===== config.mk =====
export PLATFORM = sky130hd
export DESIGN_NAME = mem_arbiter
export DESIGN_NICKNAME = d
export VERILOG_FILES = /design/src/rtl/mem_arb_pkg.sv /design/src/rtl/mem_arb_rr_pick.sv /design/src/rtl/mem_arbiter.sv
export SDC_FILE = /design/constraint.sdc
export NUM_CORES = 1
export LEC_CHECK = 0
export CORE_AREA = 2 2 107 109
export CTS_BUF_LIST = sky130_fd_sc_hd__clkbuf_4
export DETAILED_ROUTE_END_ITERATION = 16
export DIE_AREA = 0 0 109 111
export DONT_BUFFER_PORTS = 1
export PLACE_DENSITY_LB_ADDON = 0.15
export SETUP_SLACK_MARGIN = 0.2
export SLEW_MARGIN = 20
export SYNTH_ARGS = -nofsm -noshare
export SYNTH_HDL_FRONTEND = slang
export SYNTH_SLANG_ARGS = --single-unit

===== constraint.sdc =====
create_clock -name clk -period 1 [get_ports clk]
set_input_delay 0.2 -clock clk [delete_from_list [all_inputs] [get_ports clk]]
set_output_delay 0.2 -clock clk [all_outputs]
set_load 0.02 [all_outputs]

===== src/rtl/mem_arb_pkg.sv =====
// Shared types and helpers for the N-channel memory arbiter.
package mem_arb_pkg;

    typedef enum logic {IDLE = 1'b0, BUSY = 1'b1} arb_state_e;

    localparam int STAT_W = 16;

    // Index width that never collapses to zero bits, even for a single channel.
    function automatic int clog2_min1(input int n);
        return (n <= 2) ? 1 : $clog2(n);
    endfunction

endpackage


===== src/rtl/mem_arb_rr_pick.sv =====
// Rotated-priority picker: first asserted request searching ptr, ptr+1, ... modulo NUM_CH.
module mem_arb_rr_pick
    import mem_arb_pkg::*;
#(
    parameter int NUM_CH = 2,
    parameter int IDX_W  = clog2_min1(NUM_CH)
) (
    input  logic [NUM_CH-1:0] req,
    input  logic [IDX_W-1:0]  ptr,
    output logic              any,
    output logic [IDX_W-1:0]  idx
);

    generate
        if (NUM_CH == 1) begin : g_single
            assign any = req[0];
            assign idx = '0;
        end else begin : g_multi
            logic [2*NUM_CH-1:0] req2;
            logic [NUM_CH-1:0]   rot;
            logic [IDX_W:0]      ptr_x;
            logic [IDX_W:0]      off;
            logic [IDX_W:0]      sum;

            // Doubling the request vector turns the wrap-around search into a plain slice.
            assign req2  = {req, req};
            assign ptr_x = {1'b0, ptr};
            assign rot   = req2[ptr_x +: NUM_CH];
            assign any   = |req;

            always_comb begin
                off = '0;
                for (int i = NUM_CH - 1; i >= 0; i--) begin
                    if (rot[i]) off = (IDX_W + 1)'(i);
                end
                sum = ptr_x + off;
                if (sum >= (IDX_W + 1)'(NUM_CH)) sum = sum - (IDX_W + 1)'(NUM_CH);
                idx = IDX_W'(sum);
            end
        end
    endgenerate

endmodule


===== src/rtl/mem_arbiter.sv =====
// Round-robin NUM_CH-to-1 arbiter onto a single-port memory with registered grant.
// Define MEM_ARB_STATS_EN to add per-channel saturating completion counters (stat_cnt_o).
`ifndef RISCV_ADDR_WIDTH
`define RISCV_ADDR_WIDTH 32
`endif
`ifndef RISCV_WORD_WIDTH
`define RISCV_WORD_WIDTH 32
`endif

module mem_arbiter
    import mem_arb_pkg::*;
#(
    parameter int NUM_CH = 2,
    parameter int ADDR_W = `RISCV_ADDR_WIDTH,
    parameter int DATA_W = `RISCV_WORD_WIDTH,
    localparam int BE_W  = DATA_W / 8
) (
    input  logic                     clk,
    input  logic                     rst_n,
    input  logic [NUM_CH-1:0]        s_valid_i,
    output logic [NUM_CH-1:0]        s_ready_o,
    input  logic [NUM_CH*ADDR_W-1:0] s_addr_i,
    input  logic [NUM_CH*DATA_W-1:0] s_wdata_i,
    input  logic [NUM_CH*BE_W-1:0]   s_we_i,
    output logic [DATA_W-1:0]        s_rdata_o,
    output logic                     m_valid_o,
    input  logic                     m_ready_i,
    output logic [ADDR_W-1:0]        m_addr_o,
    output logic [DATA_W-1:0]        m_wdata_o,
    output logic [BE_W-1:0]          m_we_o,
    input  logic [DATA_W-1:0]        m_rdata_i
`ifdef MEM_ARB_STATS_EN
    ,
    output logic [NUM_CH*STAT_W-1:0] stat_cnt_o
`endif
);

    localparam int IDX_W = clog2_min1(NUM_CH);

    arb_state_e       state;
    logic [IDX_W-1:0] grant;
    logic [IDX_W-1:0] rr_ptr;
    logic [IDX_W-1:0] next_ptr;
    logic [IDX_W-1:0] pick_idx;
    logic             pick_any;
    logic             busy;

    mem_arb_rr_pick #(
        .NUM_CH (NUM_CH),
        .IDX_W  (IDX_W)
    ) u_pick (
        .req (s_valid_i),
        .ptr (rr_ptr),
        .any (pick_any),
        .idx (pick_idx)
    );

    assign busy     = (state == BUSY);
    assign next_ptr = (grant == IDX_W'(NUM_CH - 1)) ? '0 : grant + IDX_W'(1);

    always_ff @(posedge clk or negedge rst_n) begin
        if (!rst_n) begin
            state  <= IDLE;
            grant  <= '0;
            rr_ptr <= '0;
        end else begin
            case (state)
                IDLE: begin
                    if (pick_any) begin
                        grant <= pick_idx;
                        state <= BUSY;
                    end
                end
                BUSY: begin
                    // Served channel drops to the back of the rotation.
                    if (m_ready_i) begin
                        rr_ptr <= next_ptr;
                        state  <= IDLE;
                    end
                end
                default: state <= IDLE;
            endcase
        end
    end

    always_comb begin
        m_addr_o  = '0;
        m_wdata_o = '0;
        m_we_o    = '0;
        s_ready_o = '0;
        if (busy) begin
            for (int k = 0; k < NUM_CH; k++) begin
                if (grant == IDX_W'(k)) begin
                    m_addr_o     = s_addr_i[k*ADDR_W +: ADDR_W];
                    m_wdata_o    = s_wdata_i[k*DATA_W +: DATA_W];
                    m_we_o       = s_we_i[k*BE_W +: BE_W];
                    s_ready_o[k] = m_ready_i;
                end
            end
        end
    end

    assign m_valid_o = busy;
    assign s_rdata_o = m_rdata_i;

`ifdef MEM_ARB_STATS_EN
    always_ff @(posedge clk or negedge rst_n) begin
        if (!rst_n) begin
            stat_cnt_o <= '0;
        end else begin
            for (int k = 0; k < NUM_CH; k++) begin
                if (s_ready_o[k] && (stat_cnt_o[k*STAT_W +: STAT_W] != '1))
                    stat_cnt_o[k*STAT_W +: STAT_W] <= stat_cnt_o[k*STAT_W +: STAT_W] + STAT_W'(1);
            end
        end
    end
`endif

`ifndef SYNTHESIS
    // A granted master must keep valid up until its ready.
    a_hold_valid: assert property (@(posedge clk) disable iff (!rst_n) busy |-> s_valid_i[grant])
        else $error("mem_arbiter: granted channel dropped valid before ready");
`endif

endmodule


==> summary.md, run 1 <==
| Metric | Value |
|---|---|
| Leak | `between 0.8 and 0.9 nW` |
| Failing checks | `negative setup slack` |
| Min-delay worst type | `input port to flip-flop` |
| Status | `finished, violations left` |
| 1st-pass router iterations | `2` |
| Synthesized Nets | `369` |
| Vias | `about 1200` |
| Register area share after synthesis | `approximately 4.6%` |
| Die Y | `111 um` |
| Final WS setup | `-0.544 ns` |
| Mapped Area | `1630 um^2` |
| Power per Cell Area | `between 1500 and 2000 nW/um^2` |
| Reg2reg setup slack | `-0.24 ns` |
| Cell-internal power | `1.51 mW` |
| Psw | `about 1.6 mW` |
| Post-Route Utilization | `roughly 18%` |
| Final #Nets | `~340` |
| Mapped Avg Cell Area | `between 8 and 9 um^2` |
| I/O Pins | `about 280` |
| Worst-Margin Slew | `about 0.26 ns` |
| Crit Path Max Fanout | `19` |
| Final setup vio count | `73` |
| Met3 usage | `under 10%` |
| WP data arrival | `1.34 ns` |
| H-tree lvl count | `1` |
| Worst skew pair latency | `about 0.23 ns` |
| FILL cells | `approximately 1200` |
| Final-report max-slew violation count | `0` |
| Reg clk slew, reported paths | `0.04 ns` |
| GRT overflow | `0` |
| Max-cap viol count | `0` |
| Unrepaired setup endpoints after global routing | `true` |
| Area Overhead vs Synth | `19.3%` |
| Post-synth top area share | `a little over two fifths` |
| Worst hold slack | `about 0.12 ns` |
| Ratio of cells with drive above 1 in the final layout | `63.6%` |
| Drt initial violations | `29` |
| Input/output buffers | `0` |
| CTS max path bufs | `2` |
| Number of inserted diodes | `0` |
| Combinational share of power | `85.7%` |
| Synthesis warning total | `0` |
| DR vias/cell | `slightly above 4` |
| Sequential power share | `under 10%` |
| Crit Path Class | `flip-flop to output pin` |
| #FFs+latches synth | `3` |
| Pin count of the biggest net entering global routing | `36` |
| Most frequent cells in the layout | `nor2b_2, mux2i_1, mux2i_2, nor2b_4, buf_12` |
| Initial antenna violation count | `0` |
| CTS sink cnt | `3` |
| GP Congestion | `0.631` |
| Starting utilization of the core area | `between 10% and 20%` |
| Register area | `around 80 um^2` |
| Sw Share | `51.9%` |
| GR Util All Layers | `between 6 and 7%` |
| Vias in the first global route | `roughly 1100` |
| Gate Count Post-Synth | `196` |
| Most common cell after layout, fill and taps aside | `nor2b_2` |
| Fmax | `0.648 GHz` |
| GRT busiest layer | `met2` |
| Max rail drop VDD | `0.271 mV` |
| Synth cell types | `14` |
| DR DRC count | `0` |
| PnR Total Power | `about 3.1 mW` |
| Worst endpoint required time | `0.80 ns` |
| Clock network fraction of design power | `7.5%` |
| Fin Clk Skew | `0.00211 ns` |
| Core Rows | `39` |
| Max_slew headroom | `between 80% and 90%` |
| Clk root buf | `clkbuf_4` |
| Total Wirelength | `about 4400 um` |
| Area leader, netlist | `mux2i_1` |
| First-pass GRT wire length | `between 5000 and 6000 um` |
| Post-route minimum period | `1.54 ns` |
| Final Hold Vio Count | `0` |
| CP Launch Type | `flip-flop` |
| M1 GR Usage | `~6.0%` |
| Die X | `109 um` |
| Antenna violation net count after detailed routing | `0` |
| Crit. End Element | `output pin` |
| Place WS | `-0.311 ns` |
| GR Util met2 | `between 10% and 20%` |
| Synth area leaders | `mux2i_1, nor2b_1, buf_4` |
| Final worst-path cycle share | `154%` |
| Core Region | `about 11000 um^2` |
| Dpl hpwl | `around 3800 um` |
| Drt wl/cell | `14.5 um` |
| Total CTS buffers | `3` |
| CTS tree | `done` |
| DIE AREA | `12100 um^2` |
| Multi-input logic area | `approximately 1500 um^2` |
-- flip-flops by register name, summed over array words and instances, names as in the netlist --
name	flops
grant	1
m_valid_o	1
rr_ptr	1
-- synthesized netlist by cell type --
cell type	instances
nand2_1	2
buf_4	32
clkbuf_1	7
dfrtp_1	3
and3_1	1
buf_8	7
a2bb2oi_1	1
a21o_1	1
buf_6	1
and3b_2	1
o31a_1	1
mux2i_1	68
buf_2	1
nor2b_1	70
-- timing repair --
action	4_1_cts	5_1_grt
setup buffers	0	1
gates resized for setup	2	5
endpoints found under the hold margin	3	0
setup endpoints to repair	74	74
hold buffers	1	0
-- layer usage --
layer | up-vias | wire (um)
li1 | 549 | -
met5 | - | 0
met2 | 120 | 2320
met1 | 544 | 1340
met3 | 18 | 614
met4 | 0 | 141
-- through the flow --
step	TNS (ns)	cell area [um^2]	instances
2_1_floorplan	-13.03	1950	196
3_3_place_gp	-20.09	1870	299
3_5_place_dp	-20.31	1870	299
4_1_cts	-38.38	1920	304
5_1_grt	-40.47	1940	305
6_report	-37.02	1940	305
-- worst max-delay path: stages, from the launching register on --
cell and delay (ns):
dfrtp_4 0.53, buf_12 0.19, mux2i_1 0.14, nor2b_2 0.25
-- power groups by stage --
stage | clock network [mW] | registers [mW] | logic [mW]
CTS | 0.248 | 0.214 | 2.70
detailed placement | 0 | 0.215 | 2.68
floorplan | 0 | 0.169 | 2.74
global route | 0.259 | 0.218 | 2.87
global placement | 0 | 0.214 | 2.70
finish | 0.237 | 0.212 | 2.70
-- area by class of cell --
type                       instances  area share [%]
clock buffer                       4            1.54
multi-input combinational        145            76.7
sequential                         3            4.12
timing repair buffer              10            8.43
tap                              143            9.20
-- final timing paths --
path,endpoint,cells after the start,startpoint
worst min-delay path,m_valid_o$_DFF_PN0_,1,s_valid_i[1]
worst max-delay path,m_we_o[2],3,grant$_DFFE_PN0P_
max in group asynchronous,grant$_DFFE_PN0P_,1,rst_n
worst max register to register,rr_ptr$_DFFE_PN0P_,3,grant$_DFFE_PN0P_
worst min register to register,rr_ptr$_DFFE_PN0P_,1,rr_ptr$_DFFE_PN0P_
min in group asynchronous,rr_ptr$_DFFE_PN0P_,1,rst_n
-- cell families (layout without fill, tap and decap cells) --
kind of cell	after synthesis	after routing	synth area share (%)
AOI/OAI and AO/OA	3	3	1.54
buffers and inverters	48	14	23.8
DFF	3	3	4.60
muxes	68	68	41.7
and+or+nand+nor	74	74	28.3
Power figures use the tool's default switching activity.
==> inputs of run 2 (changes only) <==
--- a/config.mk
+++ b/config.mk
@@ -16,3 +16,4 @@
 export SYNTH_ARGS = -nofsm -noshare
 export SYNTH_HDL_FRONTEND = slang
 export SYNTH_SLANG_ARGS = --single-unit
+export TNS_END_PERCENT = 50
==> summary.md, run 2 (synthesized netlist as in run 1, its figures left out) <==
| Metric | Value |
|---|---|
| Final-report max-slew violation count | `0 (unchanged)` |
| Crit Path Class | `flip-flop to output pin (unchanged)` |
| Core Rows | `39 (unchanged)` |
| Power per Cell Area | `1610 nW/um^2 (was 1620 nW/um^2)` |
| Unrepaired setup endpoints after global routing | `true (unchanged)` |
| Worst skew pair latency | `0.23 ns (about the same)` |
| Placed insts | `309 (was 299)` |
| 1st-pass router iterations | `4 (was 2)` |
| DR vias/cell | `3.97 (was 4.04)` |
| DIE AREA | `12100 um^2 (unchanged)` |
| Ratio of cells with drive above 1 in the final layout | `59.1% (was 63.6%)` |
| Final worst-path cycle share | `156% (was 154%)` |
| Max_slew headroom | `84.2% (was 82.6%)` |
| Vias in the first global route | `1168 (was 1096)` |
| Leak | `0.885 nW (was 0.860 nW)` |
| R2R depth | `3 (unchanged)` |
| Failing checks | `negative setup slack (unchanged)` |
| FF-to-FF Start | `grant$_DFFE_PN0P_ (unchanged)` |
| Reg clk slew, reported paths | `0.04 ns (about the same)` |
| Reg2reg setup slack | `-0.25 ns (was -0.24 ns)` |
| Fin Clk Skew | `0.00134 ns (was 0.00211 ns)` |
| CTS sink cnt | `3 (unchanged)` |
| H-tree lvl count | `1 (unchanged)` |
| I/O Pins | `276 (unchanged)` |
| Vias | `1247 (was 1231)` |
| Post-route minimum period | `1.56 ns (was 1.54 ns)` |
| Drt initial violations | `30 (was 29)` |
| DR DRC count | `0 (unchanged)` |
| Pin count of the biggest net entering global routing | `40 (was 36)` |
| Total Wirelength | `4570 um (was 4420 um)` |
| First-pass GRT wire length | `6160 um (was 5860 um)` |
| Input/output buffers | `0 (unchanged)` |
| Antenna violation net count after detailed routing | `0 (unchanged)` |
| Post-Route Utilization | `17.7% (was 17.6%)` |
| Crit Path Max Fanout | `19 (unchanged)` |
| GR Util All Layers | `6.62% (was 6.21%)` |
| GRT overflow | `0 (unchanged)` |
| CP endpoint | `m_wdata_o[13] (was m_we_o[2])` |
| Area Overhead vs Synth | `20.3% (was 19.3%)` |
| Worst Hold Depth | `2 (was 1)` |
| Non-Filler Instances | `314 (was 305)` |
| Final WS setup | `-0.558 ns (was -0.544 ns)` |
| Die Y | `111 um (unchanged)` |
| Final setup vio count | `72 (was 73)` |
| CP Launch Type | `flip-flop (unchanged)` |
| Worst endpoint required time | `0.80 ns (about the same)` |
| GP Congestion | `0.689 (was 0.631)` |
| Drt wl/cell | `14.6 um (was 14.5 um)` |
| Final #Nets | `345 (was 336)` |
| Most common cell after layout, fill and taps aside | `mux2i_1 (was nor2b_2)` |
| Post CTS Setup Buffer Count | `0 (unchanged)` |
| WP data arrival | `1.36 ns (was 1.34 ns)` |
| Min-delay worst type | `input port to flip-flop (unchanged)` |
| Starting utilization of the core area | `14.7% (unchanged)` |
| Die X | `109 um (unchanged)` |
| CTS tree | `done (unchanged)` |
| Max rail drop VDD | `0.501 mV (was 0.271 mV)` |
| Core Region | `11100 um^2 (unchanged)` |
| Setup TNS | `-37.04 ns (was -37.02 ns)` |
| Clk root buf | `clkbuf_4 (unchanged)` |
| Fmax | `0.642 GHz (was 0.648 GHz)` |
| Final Hold Vio Count | `0 (unchanged)` |
| CTS max path bufs | `2 (unchanged)` |
| Most frequent cells in the layout | `mux2i_1, nor2b_2, mux2i_2, nor2b_4, buf_4 (was nor2b_2, mux2i_1, mux2i_2, nor2b_4, buf_12)` |
| Place WS | `-0.329 ns (was -0.311 ns)` |
| Max-cap viol count | `0 (unchanged)` |
| Number of inserted diodes | `0 (unchanged)` |
| Dpl hpwl | `3890 um (was 3830 um)` |
| Initial antenna violation count | `0 (unchanged)` |
| Crit. End Element | `output pin (unchanged)` |
| R2R Path End | `rr_ptr$_DFFE_PN0P_ (unchanged)` |
| Status | `finished, violations left (unchanged)` |
| Worst-Margin Slew | `0.231 ns (was 0.260 ns)` |
| Total CTS buffers | `3 (unchanged)` |
| Worst setup path start | `grant$_DFFE_PN0P_ (unchanged)` |
## run 2: worst min path at each step
| stage | start | endpoint |
|---|---|---|
| 6_report | s_valid_i[1] | grant$_DFFE_PN0P_ |
| 5_1_grt | s_valid_i[1] | grant$_DFFE_PN0P_ |
| 4_1_cts | s_valid_i[1] | grant$_DFFE_PN0P_ |
| 3_5_place_dp | rst_n | m_valid_o$_DFF_PN0_ |
| 3_3_place_gp | rst_n | m_valid_o$_DFF_PN0_ |
| 2_1_floorplan | rst_n | grant$_DFFE_PN0P_ |
## run 2: power by group
part | internal (mW) | switching (mW)
Sequential | 0.157 | 0.0487
Combinational | 1.20 | 1.52
Clock | 0.177 | 0.0626
## run 2: per-layer routing
layer  up-vias  global-route usage (%)  share of wire [%]
li1        571                       -                  -
met1       540                    5.61                 30
met2       116                    12.7                 54
met3        20                    1.65                 11
met4         0                    4.96                4.9
met5         -                       0                  0
## run 2: area by class of cell
type / count / area [um^2]
clock buffer: 4 / 30.0
fill: 1243 / 9110
multi-input combinational: 145 / 1450
sequential: 3 / 80.1
tap: 143 / 179
timing repair buffer: 19 / 219
## run 2: through the flow
stage	instance area, um^2	hold slack [ns]	power [mW]
final	1960	0.103	3.16
after global routing	1960	0.0993	3.38
after CTS	1950	0.0962	3.22
after detailed placement	1900	-0.0954	2.94
after global placement	1900	-0.0953	2.94
after floorplan	1910	-0.0956	2.85
## run 2: what timing repair did
action                                 4_1_cts  5_1_grt
gates resized for setup                      5        2
pin swaps                                    1        0
endpoints found under the hold margin        3        0
setup endpoints to repair                   74       74
hold buffers                                 1        0
## run 2: worst max-delay path, cell delays in order, from the launching register on
cell and delay, ns:
dfrtp_4 0.52, buf_12 0.19, mux2i_1 0.16, nor2b_2 0.25
